### config.mk
export PLATFORM = sky130hd
export DESIGN_NAME = wvb_readout_ctrl
export DESIGN_NICKNAME = d
export VERILOG_FILES = /design/src/rtl/wvb_rd_pkg.sv /design/src/rtl/wvb_rd_skid.sv /design/src/rtl/wvb_readout_ctrl.sv
export SDC_FILE = /design/constraint.sdc
export NUM_CORES = 1
export LEC_CHECK = 0
export CORE_MARGIN = 2
export CORE_UTILIZATION = 47
export DETAILED_ROUTE_END_ITERATION = 16
export PLACE_DENSITY_LB_ADDON = 0.08
export SETUP_SLACK_MARGIN = 0.05
export SLEW_MARGIN = 10
export SYNTH_ARGS = -nofsm -noshare
export SYNTH_HDL_FRONTEND = slang
export SYNTH_SLANG_ARGS = --single-unit
### constraint.sdc
create_clock -name clk -period 7.09 [get_ports clk]
set_input_delay 0.709 -clock clk [delete_from_list [all_inputs] [get_ports clk]]
set_output_delay 0.709 -clock clk [all_outputs]
set_load 0.005 [all_outputs]
### src/rtl/wvb_rd_pkg.sv
// Shared types and constants for the waveform buffer readout sequencer.
// Used by wvb_readout_ctrl and wvb_rd_skid.
package wvb_rd_pkg;

   typedef enum logic [1:0] {
      IDLE,
      HDR_WAIT,
      STREAM,
      DONE
   } state_t;

   localparam int HDR_START_LSB = 0;
   localparam int SKID_DEPTH    = 2;

   // Stop address sits directly above the start address field.
   function automatic int hdr_stop_lsb(input int adr_w);
      return HDR_START_LSB + adr_w;
   endfunction

endpackage

### src/rtl/wvb_rd_skid.sv
// Two-entry valid/ready skid FIFO carrying {last, data}.
// Empty FIFO passes input straight to the output in the same cycle.
module wvb_rd_skid
   import wvb_rd_pkg::*;
#(
   parameter int W = 23
) (
   input  logic         clk,
   input  logic         rst_n,
   input  logic         in_valid,
   input  logic [W-1:0] in_data,
   output logic         out_valid,
   output logic [W-1:0] out_data,
   input  logic         out_ready,
   output logic [1:0]   count
);

   logic [W-1:0] mem [SKID_DEPTH];
   logic         wp;
   logic         rp;
   logic         push;
   logic         pop;
   logic         empty;

   assign empty     = (count == 2'd0);
   assign out_valid = !empty || in_valid;
   assign pop       = !empty && out_ready;
   assign push      = in_valid && !(empty && out_ready);

   always_comb begin
      out_data = '0;
      if (!empty)
         out_data = mem[rp];
      else if (in_valid)
         out_data = in_data;
   end

   always_ff @(posedge clk) begin
      if (push)
         mem[wp] <= in_data;
   end

   always_ff @(posedge clk or negedge rst_n) begin
      if (!rst_n) begin
         wp    <= 1'b0;
         rp    <= 1'b0;
         count <= 2'd0;
      end else begin
         if (push)
            wp <= ~wp;
         if (pop)
            rp <= ~rp;
         count <= count + 2'(push) - 2'(pop);
      end
   end

endmodule

### src/rtl/wvb_readout_ctrl.sv
// Waveform buffer readout sequencer: header pop, buffer walk, sample stream.
// Optional eoe consistency check enabled by defining WVB_RD_EOE_CHECK_EN.
module wvb_readout_ctrl
   import wvb_rd_pkg::*;
#(
   parameter int P_DATA_WIDTH = 22,
   parameter int P_ADR_WIDTH  = 12,
   parameter int P_HDR_WIDTH  = 80
) (
   input  logic                    clk,
   input  logic                    rst_n,
   input  logic                    en,
   input  logic                    hdr_empty,
   input  logic [P_HDR_WIDTH-1:0]  hdr_data,
   output logic                    hdr_rdreq,
   output logic [P_ADR_WIDTH-1:0]  wvb_rd_addr,
   input  logic [P_DATA_WIDTH-1:0] wvb_data,
   output logic [P_HDR_WIDTH-1:0]  hdr_out,
   output logic [P_DATA_WIDTH-1:0] dout,
   output logic                    dout_valid,
   input  logic                    dout_ready,
   output logic                    dout_last,
   output logic                    busy,
   output logic                    done,
   output logic [P_ADR_WIDTH-1:0]  rel_addr,
   output logic                    eoe_err
);

   localparam int STOP_LSB = hdr_stop_lsb(P_ADR_WIDTH);

   state_t                   state;
   logic [P_ADR_WIDTH-1:0]   rd_ptr;
   logic [P_ADR_WIDTH-1:0]   stop_r;
   logic                     final_issued;
   logic                     inflight;
   logic                     inflight_last;
   logic [1:0]               skid_count;
   logic [1:0]               occ;
   logic                     issue;
   logic                     accept;
   logic [P_DATA_WIDTH:0]    skid_out;

   // A read is only issued when its data is guaranteed a skid slot.
   assign occ    = skid_count + {1'b0, inflight};
   assign issue  = (state == STREAM) && !final_issued &&
                   (occ < 2'(SKID_DEPTH));
   assign accept = dout_valid && dout_ready;

   assign wvb_rd_addr         = rd_ptr;
   assign {dout_last, dout}   = skid_out;

   wvb_rd_skid #(
      .W (P_DATA_WIDTH + 1)
   ) u_skid (
      .clk       (clk),
      .rst_n     (rst_n),
      .in_valid  (inflight),
      .in_data   ({inflight_last, wvb_data}),
      .out_valid (dout_valid),
      .out_data  (skid_out),
      .out_ready (dout_ready),
      .count     (skid_count)
   );

   always_ff @(posedge clk or negedge rst_n) begin
      if (!rst_n) begin
         state         <= IDLE;
         hdr_rdreq     <= 1'b0;
         hdr_out       <= '0;
         rd_ptr        <= '0;
         stop_r        <= '0;
         final_issued  <= 1'b0;
         inflight      <= 1'b0;
         inflight_last <= 1'b0;
         busy          <= 1'b0;
         done          <= 1'b0;
         rel_addr      <= '0;
      end else begin
         hdr_rdreq     <= 1'b0;
         done          <= 1'b0;
         inflight      <= issue;
         inflight_last <= issue && (rd_ptr == stop_r);
         if (issue) begin
            rd_ptr <= rd_ptr + 1'b1;
            if (rd_ptr == stop_r)
               final_issued <= 1'b1;
         end
         unique case (state)
            IDLE: begin
               if (en && !hdr_empty) begin
                  hdr_rdreq <= 1'b1;
                  busy      <= 1'b1;
                  state     <= HDR_WAIT;
               end
            end
            HDR_WAIT: begin
               // Header FIFO data is valid the cycle after the pop.
               if (!hdr_rdreq) begin
                  hdr_out      <= hdr_data;
                  rd_ptr       <= hdr_data[HDR_START_LSB +: P_ADR_WIDTH];
                  stop_r       <= hdr_data[STOP_LSB +: P_ADR_WIDTH];
                  final_issued <= 1'b0;
                  state        <= STREAM;
               end
            end
            STREAM: begin
               if (accept && dout_last) begin
                  done     <= 1'b1;
                  rel_addr <= stop_r + 1'b1;
                  state    <= DONE;
               end
            end
            DONE: begin
               if (en && !hdr_empty) begin
                  hdr_rdreq <= 1'b1;
                  state     <= HDR_WAIT;
               end else begin
                  busy  <= 1'b0;
                  state <= IDLE;
               end
            end
            default: state <= IDLE;
         endcase
      end
   end

`ifdef WVB_RD_EOE_CHECK_EN
   always_ff @(posedge clk or negedge rst_n) begin
      if (!rst_n)
         eoe_err <= 1'b0;
      else if (accept && (dout[0] != dout_last))
         eoe_err <= 1'b1;
   end
`else
   assign eoe_err = 1'b0;
`endif

endmodule

==> summary by stage, run 1 <==
Outcome
The flow ran to the end, and the final reports show no timing, DRC or antenna violations.

Critical path
The number of cells on the worst reg-to-reg path is 2. Walking the worst path, the cells encountered are nand2_1 -> mux2i_1 -> clkdlybuf4s50_1. In this run the worst path has a maximum fanout of 27. The kind of end point of the critical path is a primary output. In this run the critical register-to-register path is launched from inflight$_DFF_PN0_. The largest single stage delay on the critical path is slightly above 0.9 ns. The largest individual stage delay along the critical path comes from the cell dfrtp_1. The critical path ends at dout_last.

Among cell families on the critical path, the largest total delay comes from flip-flops. The logic depth of the worst path, buffers included is 3. The endpoint of the worst register-to-register path is u_skid.mem[0][4]$_DFFE_PP_. The critical path startpoint category is a flip-flop. The number of buffers and inverters on the critical path is 1. The critical path data required time is ~6.4 ns.

For flop-to-flop paths, the worst setup slack is approximately 4.3 ns. The critical path startpoint is inflight$_DFF_PN0_. Data arrives at the worst endpoint at about 2.3 ns.

The worst setup path is of the flip-flop to primary output kind.

Power
The analysis attributes to cell leakage a power of 0.00430 uW. The share of total power dissipated in the clock network is 0.208. Dividing total power by cell area gives a power density of ~460 mW/mm^2. The maximum vdd ir drop is about 220 uV. The share of total power dissipated in combinational logic is 0.431. The cell-internal power is slightly below 3000 uW. The net switching component of the power is 1570 uW.

The relative contribution of sequential cells to total power is 0.361. Of the total power, the share spent switching nets is 0.347.

Finish
The leading cell type in the layout, fill and taps excluded is nand2_1. The signed area change from the synthesized netlist to the final layout is 44.9%. The number of nets in the layout is 1,003. The number of diodes added for antenna fixing is 0. In the layout the commonest cells are nand2_1 (253), clkdlybuf4s50_1 (236), dfrtp_1 (116), edfxtp_1 (46), nand3_1 (32).

The ratio of cells with drive above 1 in the final layout is 0.0588. Fill cells in the final layout number approximately 1,100.

Hold path
The type of the worst min-delay path is input pin to async pin.

Drt
The first-pass iteration count of the detailed router is 4. In the routed design, unresolved DRC markers number 0. The via count is approximately 5,400. After the first detailed-routing iteration, the DRC count stood at roughly 400. The detailed-route wire length is between 15,000 and 20,000 um.

The via count normalized by instance count is slightly below 5. In the final routed layout, each cell accounts on average for between 15 and 20 um. In this run the remaining antenna-violating nets after routing total 0.

Global routing
The total global routing track utilization is 0.225. The wire length of the first global-routing pass is between 20,000 and 30,000 um. The number of antenna violations at the first check in global routing is 0. The via count of the first global-routing pass is ~5,500. The maximum number of pins on one net before global-route repair is 81.

The total overflow left after global routing is 0.

Placed design
The HPWL after detailed placement is ~12,000 um. The number of input and output port buffers inserted is between 200 and 250. At the end of routability-driven placement, the weighted congestion stood at ~0.83.

Floorplan
The total area inside the core boundary comes to approximately 0.014 mm^2. The vertical die dimension is ~120 um. The initial utilization of the core area, before any placement, comes to 0.477.

The initialized floorplan defines 44 standard-cell rows. The die covers 0.0156 mm^2. The I/O pin count is about 240. The die width is around 120 um.

CTS
The clock latency on the worst-skew pair is 0.42 ns. The post-cts sizing count is 0. The clock edge transition at the registers on the reported setup and hold paths is around 0.060 ns.

Counting every sink on the clock net gives between 150 and 200. Post-CTS timing repair inserted 0 buffers for setup. After clock tree synthesis, the flow added hold-fix buffers numbering 0. The clock tree root buffer cell is clkbuf_16.

The buffer levels on the longest clock path is 2. The H-tree generated during clock tree synthesis spans 4 levels. The number of buffers inserted during clock tree synthesis is 17. The clock tree from TritonCTS is done.

Synth
In this run, distinct cell masters in the synthesized netlist total 45. Yosys mapped a number of flops with a built-in enable equal to 46. Of the synthesized area, sequential elements account for 0.623. The net count of the mapped netlist is around 780.

In the synthesized netlist the async set-or-reset flop fraction comes to 0.716. The synthesized area per cell is roughly 10 um^2. The most used flip-flop cell after synthesis is dfrtp_1.

The Yosys step of the flow raised 0 warnings. The netlist area before placement is between 0.006 and 0.007 mm^2. The count of state elements after synthesis is 162.

Synthesis handed over a netlist of around 660 instances.

Job
Max-cap violations in this run came to 0.

STA
The slew at the pin closest to its max-slew limit is 1.11 ns. In the finished design, the share of the clock period the worst path needs comes to 0.428. The highest attainable clock frequency is between 0.3 and 0.4 GHz.

The final number of hold-violating endpoints is 0. The number of pins with negative max-slew slack in the final report came to 0. Counting I/O delays and the setup requirement, the final critical path takes between 3 and 4 ns. Measured against its own limit, the worst slew margin works out to 0.256. The setup skew after layout is about 0.0075 ns. Setup violations remaining at the end of the flow were counted as 0.

The smallest hold slack is ~0.32 ns. Setup total negative slack on the finished layout was measured at 0 ns. Setup repair after global routing left no endpoint under its margin.
==> worst reg2reg max path, stage by stage (launching register included) <==
cell	delay (ns)
dfrtp_1	0.92
a21boi_0	0.51
nor2b_2	0.98
==> synth_stat cells, drive strengths merged (3+ instances only) <==
library cell / n / share of area
nor4: 3 / 0.0049
buf: 11 / 0.011
mux2i: 26 / 0.038
clkbuf: 25 / 0.014
inv: 7 / 0.0038
a21boi: 3 / 0.0038
edfxtp: 46 / 0.20
xor2: 18 / 0.023
nor3: 4 / 0.0044
nand2: 253 / 0.14
dfrtp: 116 / 0.42
nand3: 33 / 0.025
nand2b: 3 / 0.0027
ha: 8 / 0.015
o21ai: 35 / 0.027
xnor2: 19 / 0.024
a21oi: 13 / 0.010
nor2: 19 / 0.010
nor2b: 4 / 0.0036
==> kinds of logic after synthesis <==
kind of cell | share of synthesized area
simple gates | 0.199
flops | 0.623
compound gates | 0.0460
buf+inv | 0.0286
xor+xnor | 0.0471
mux | 0.0411
fa+ha+maj | 0.0146
other cells | 0.000545
==> metrics by stage <==
stage	cell area [um^2]	power, uW	util	std cells	setup slack (ns)
4_1_cts	9970	4580	0.691	1085	3.99
3_5_place_dp	9360	3620	0.649	1053	4.07
3_3_place_gp	9360	3560	0.649	1053	4.14
5_1_grt	9970	4860	0.691	1085	3.81
2_1_floorplan	6880	2540	-	663	4.53
6_report	9970	4540	0.691	1085	4.06
==> worst min-delay path by stage <==
stage | from | slack (ns) | cells past startpoint | end
after floorplan | rst_n | 0.41 | 0 | busy$_DFFE_PN0P_
after global placement | hdr_out[46]$_DFFE_PN0P_ | 0.46 | 2 | hdr_out[46]$_DFFE_PN0P_
after detailed placement | hdr_out[58]$_DFFE_PN0P_ | 0.46 | 2 | hdr_out[58]$_DFFE_PN0P_
after CTS | rst_n | 0.34 | 1 | rel_addr[8]$_DFFE_PN0P_
after global routing | rst_n | 0.37 | 1 | rel_addr[8]$_DFFE_PN0P_
final | rst_n | 0.32 | 1 | rel_addr[8]$_DFFE_PN0P_
==> metal layers <==
metal | up-vias | track usage | part of all wire
met2 | 181 | 0.367 | 0.48
met4 | 0 | 0.0797 | 0.022
met1 | 2558 | 0.279 | 0.42
met3 | 27 | 0.0796 | 0.079
li1 | 2620 | - | -
met5 | - | 0 | 0
==> registers in the layout, indices dropped and copies added, names as in the netlist <==
register       flops
wvb_rd_addr       12
u_skid.mem        46
busy               1
final_issued       1
inflight_last      1
done               1
inflight           1
state              2
rel_addr          12
hdr_out           80
u_skid.rp          1
u_skid.wp          1
u_skid.count       2
hdr_rdreq          1
==> final cells by class <==
| cell class | instances | area [um^2] | area share |
|---|---|---|---|
| Tap cell | 184 | 230 | 0.0231 |
| Inverter | 7 | 26.3 | 0.00264 |
| Clock inverter | 15 | 183 | 0.0183 |
| Sequential cell | 162 | 4280 | 0.430 |
| Clock buffer | 17 | 425 | 0.0427 |
| Multi-Input combinational cell | 458 | 2410 | 0.242 |
| Timing Repair Buffer | 242 | 2410 | 0.242 |
==> power by group through the flow <==
| stage | Clock, uW | Combinational, uW | Sequential [uW] |
|---|---|---|---|
| after floorplan | 0 | 931 | 1610 |
| after global placement | 0 | 1920 | 1630 |
| after detailed placement | 0 | 1970 | 1650 |
| after CTS | 960 | 1980 | 1640 |
| after global routing | 1010 | 2170 | 1690 |
| final | 943 | 1960 | 1640 |
No activity file was read; power rests on OpenSTA's default activity.
==> inputs of run 2 (changes only) <==
--- a/config.mk
+++ b/config.mk
@@ -6,7 +6,7 @@
 export NUM_CORES = 1
 export LEC_CHECK = 0
 export CORE_MARGIN = 2
-export CORE_UTILIZATION = 47
+export CORE_UTILIZATION = 41
 export DETAILED_ROUTE_END_ITERATION = 16
 export PLACE_DENSITY_LB_ADDON = 0.08
 export SETUP_SLACK_MARGIN = 0.05
==> constraint.sdc (replaced) <==
create_clock -name clk -period 2.5 [get_ports clk]
set_input_delay 0.25 -clock clk [delete_from_list [all_inputs] [get_ports clk]]
set_output_delay 0.25 -clock clk [all_outputs]
set_load 0.005 [all_outputs]
==> summary by stage, run 2 (synthesis results as in run 1) <==
Placed design
The cell area after placement is 0.00949 mm^2 (+1.4%). The placed wire-length estimate after detailed placement is 12,700 um (+6.3%). The number of input and output port buffers inserted was 237 (unchanged). The number of placed instances, taps included was 1,096 (+4.1%).

The last weighted congestion value of the routability-driven placer is 0.785 (-5.4%).

CTS
The post-CTS repair timing setup buffer count is 0 (unchanged). The number of clock sinks is 162 (unchanged). The number of buffers inserted during clock tree synthesis is 17 (unchanged). The number of H-tree levels is 4 (unchanged). In this run the clock root is driven by a clkbuf_16. The clock latency on the worst-skew pair is 0.42 ns (about the same).

The clock tree from TritonCTS is done. The buffer levels on the longest clock path was 2 (unchanged). The clock edge transition at the registers on the reported setup and hold paths came to 0.06 ns (about the same).

Critical path
The number of cells on the worst reg-to-reg path was 6 (+4). The maximum single-stage delay on the critical path is 0.54 ns (-0.38 ns). In this run the critical register-to-register path is captured at rel_addr[2]$_DFFE_PN0P_.

The category of cells accounting for the largest share of critical-path delay is buffers and inverters. The startpoint of the most critical register-to-register path is u_skid.count[0]$_DFF_PN0_. The number of buffers and inverters on the critical path is 2 (+1).

The worst setup path is launched from a flip-flop. The type of the worst setup path is flip-flop to primary output. The internal reg-to-reg setup slack is 0.58 ns (-3.71 ns). The signal on the critical path passes through nor2_2 -> buf_12 -> nand3_1 -> o21ai_0 -> clkdlybuf4s50_1. The worst path arrival time came to 2.08 ns (-0.25 ns). The slowest stage of the critical path belongs to the cell clkdlybuf4s50_1. The peak fanout along the critical path was 44 (+63%).

The worst setup path is captured at a primary output. The critical path data required time is 2.25 ns (-4.13 ns).

Drt
The via count normalized by instance count is 4.72 (-4.8%). The first-iteration detailed-routing DRC count was 240 (-42%). The detail-routed net length per standard cell came to 15.7 um (+0.70%). The number of antenna-violating nets in the routed design is 0 (unchanged). The detailed-route wire length is 17,800 um (+4.8%). The first-pass iteration count of the detailed router was 6 (+2). The detailed-route DRC error count is 0 (unchanged). The via count was 5,333 (-0.98%).

Finish
The number of flip-flops under the largest register name was 80 (unchanged). The number of inserted filler cells in the final layout came to 1,335 (+20%). The number of nets in the layout is 1,011 (+0.80%).

The final standard cell area without fillers is 0.0101 mm^2 (+1.3%). The area taken by multi-input logic gates is 0.00241 mm^2 (unchanged). The combined flip-flop and latch cell area is 0.00428 mm^2 (unchanged). The library cell used most frequently in the layout, excluding fill and tap cells, is nand2_1. The number of diodes added for antenna fixing is 0 (unchanged). The final cell count without fillers was 1,129 (+4.1%).

In the final layout, the registers with the most flip-flops are hdr_out x80, u_skid.mem x46. The top register by number of flip-flops is hdr_out. In the layout the commonest cells are nand2_1 (253), clkdlybuf4s50_1 (236), dfrtp_1 (116), edfxtp_1 (46), nand3_1 (32).

From synthesis to final layout, the design area changed by 46.8%. The ratio of cells with drive above 1 in the final layout was 0.0649 (+0.00608).

Floorplan
The vertical die dimension is 134 um (+6.8%). The site row count is 47 (+6.8%). The die width is 134 um (+6.8%).

The effective utilization at floorplan is 0.418 (-0.0591). The I/O pin count is 239 (unchanged). The full die area is 0.0178 mm^2 (+14%). The total core area is 0.0165 mm^2 (+14%).

STA
The tightest slew margin relative to the limit is 0.630 (+0.375). The final number of hold-violating endpoints is 0 (unchanged). The number of setup violations in the final report is 0 (unchanged). The total negative slack for setup checks is 0 ns (unchanged). Of the available clock period, the critical path in the final layout requires 0.931. Setup repair after global routing left no endpoint under its margin.

The number of pins with negative max-slew slack in the final report came to 0 (unchanged). The slew at the pin closest to its max-slew limit is 0.555 ns (-0.557 ns). For this run, the top clock speed supported by timing is approximately 0.43 GHz. After layout, the minimum clock period comes to around 2.3 ns. The setup skew after layout came to 0.00698 ns (-0.000563 ns).

Outcome
The flow ran to the end, and the final reports show no timing, DRC or antenna violations.

Global routing
The maximum number of pins on one net before global-route repair is 75 (-7.4%). The total global routing track utilization is 0.206 (-0.0190). The number of antenna violations at the first check in global routing is 0 (unchanged). The total global routing overflow came to 0 (unchanged). The wire length of the first global-routing pass was 28,700 um (+2.6%). The via count of the first global-routing pass is 5,539 (-0.14%).

Power
The maximum vdd ir drop is 551 uV (+150%). The sum of internal, switching and leakage power is 12,900 uW (+190%). The leakage power total is 0.00434 uW (+1.1%).

The power density relative to cell area came to 1280 mW/mm^2 (+180%).

Hold path
The path class of the tightest hold or removal check is input pin to async pin.

Job
The number of max-cap violations was 0 (unchanged).
==> run 2: cell count changes in the layout (fill, tap and decap cells not counted) <==
cell           previous run  this run
buf_12                    0         4
buf_4                     6         9
bufinv_16                 3         2
clkbuf_8                  0         1
clkinv_1                  1         2
clkinv_2                  2         4
clkinv_4                  3         4
clkinvlp_4                2         1
dlygate4sd3_1             0         1
inv_6                     3         1
inv_8                     1         0
==> run 2: per-stage QoR <==
step                      setup slack (ns)  hold WS (ns)  utilization
final                                0.174         0.261        0.613
after global routing                0.0588         0.296        0.613
after CTS                            0.110         0.257        0.613
after detailed placement             0.479         0.166        0.577
after global placement               0.530         0.164        0.577
after floorplan                      0.404       -0.0456            -
==> run 2: where the power goes <==
group          switching, uW  internal [uW]  total, uW
Combinational           2620           3140       5750
Sequential               842           3800       4640
Clock                   1050           1490       2540
==> run 2: worst register-to-register path, stage by stage, from the launching register on <==
cell and delay (ns):
dfrtp_1 0.43, nor2_2 0.26, mux2i_1 0.35, and3_1 0.33
buf_4 0.27, nor2_1 0.08, a21oi_1 0.12
==> run 2: metal layers <==
metal	routed length, um	global-route usage	vias to the layer above
met3	1490	0.0750	24
met1	7290	0.248	2516
met4	320	0.0745	0
li1	-	-	2631
met2	8680	0.340	162
met5	0	0	-
==> run 2: worst max-delay path by stage <==
stage | start | to | slack (ns) | cells past startpoint
CTS | u_skid.count[0]$_DFF_PN0_ | dout[6] | 0.11 | 5
floorplan | u_skid.count[0]$_DFF_PN0_ | u_skid.mem[0][0]$_DFFE_PP_ | 0.40 | 4
detailed placement | u_skid.count[0]$_DFF_PN0_ | dout[6] | 0.48 | 5
global placement | u_skid.count[0]$_DFF_PN0_ | dout[5] | 0.53 | 5
finish | u_skid.count[0]$_DFF_PN0_ | dout[6] | 0.17 | 5
global route | u_skid.count[0]$_DFF_PN0_ | dout[6] | 0.06 | 5
==> run 2: layout make-up <==
class / count / area share
sequential: 162 / 0.424
clock buffer: 18 / 0.0435
clock inverter: 14 / 0.0138
multi-input combinational: 458 / 0.239
timing repair buffer: 250 / 0.250
inverter: 7 / 0.00260
tap: 220 / 0.0273
==> run 2: what timing repair did <==
item / CTS / global route
hold buffers: 1 / 0
hold endpoints to repair: 21 / 0
gates resized for setup: 1 / 2
gates cloned: 0 / 0
setup endpoints to repair: 1 / 12
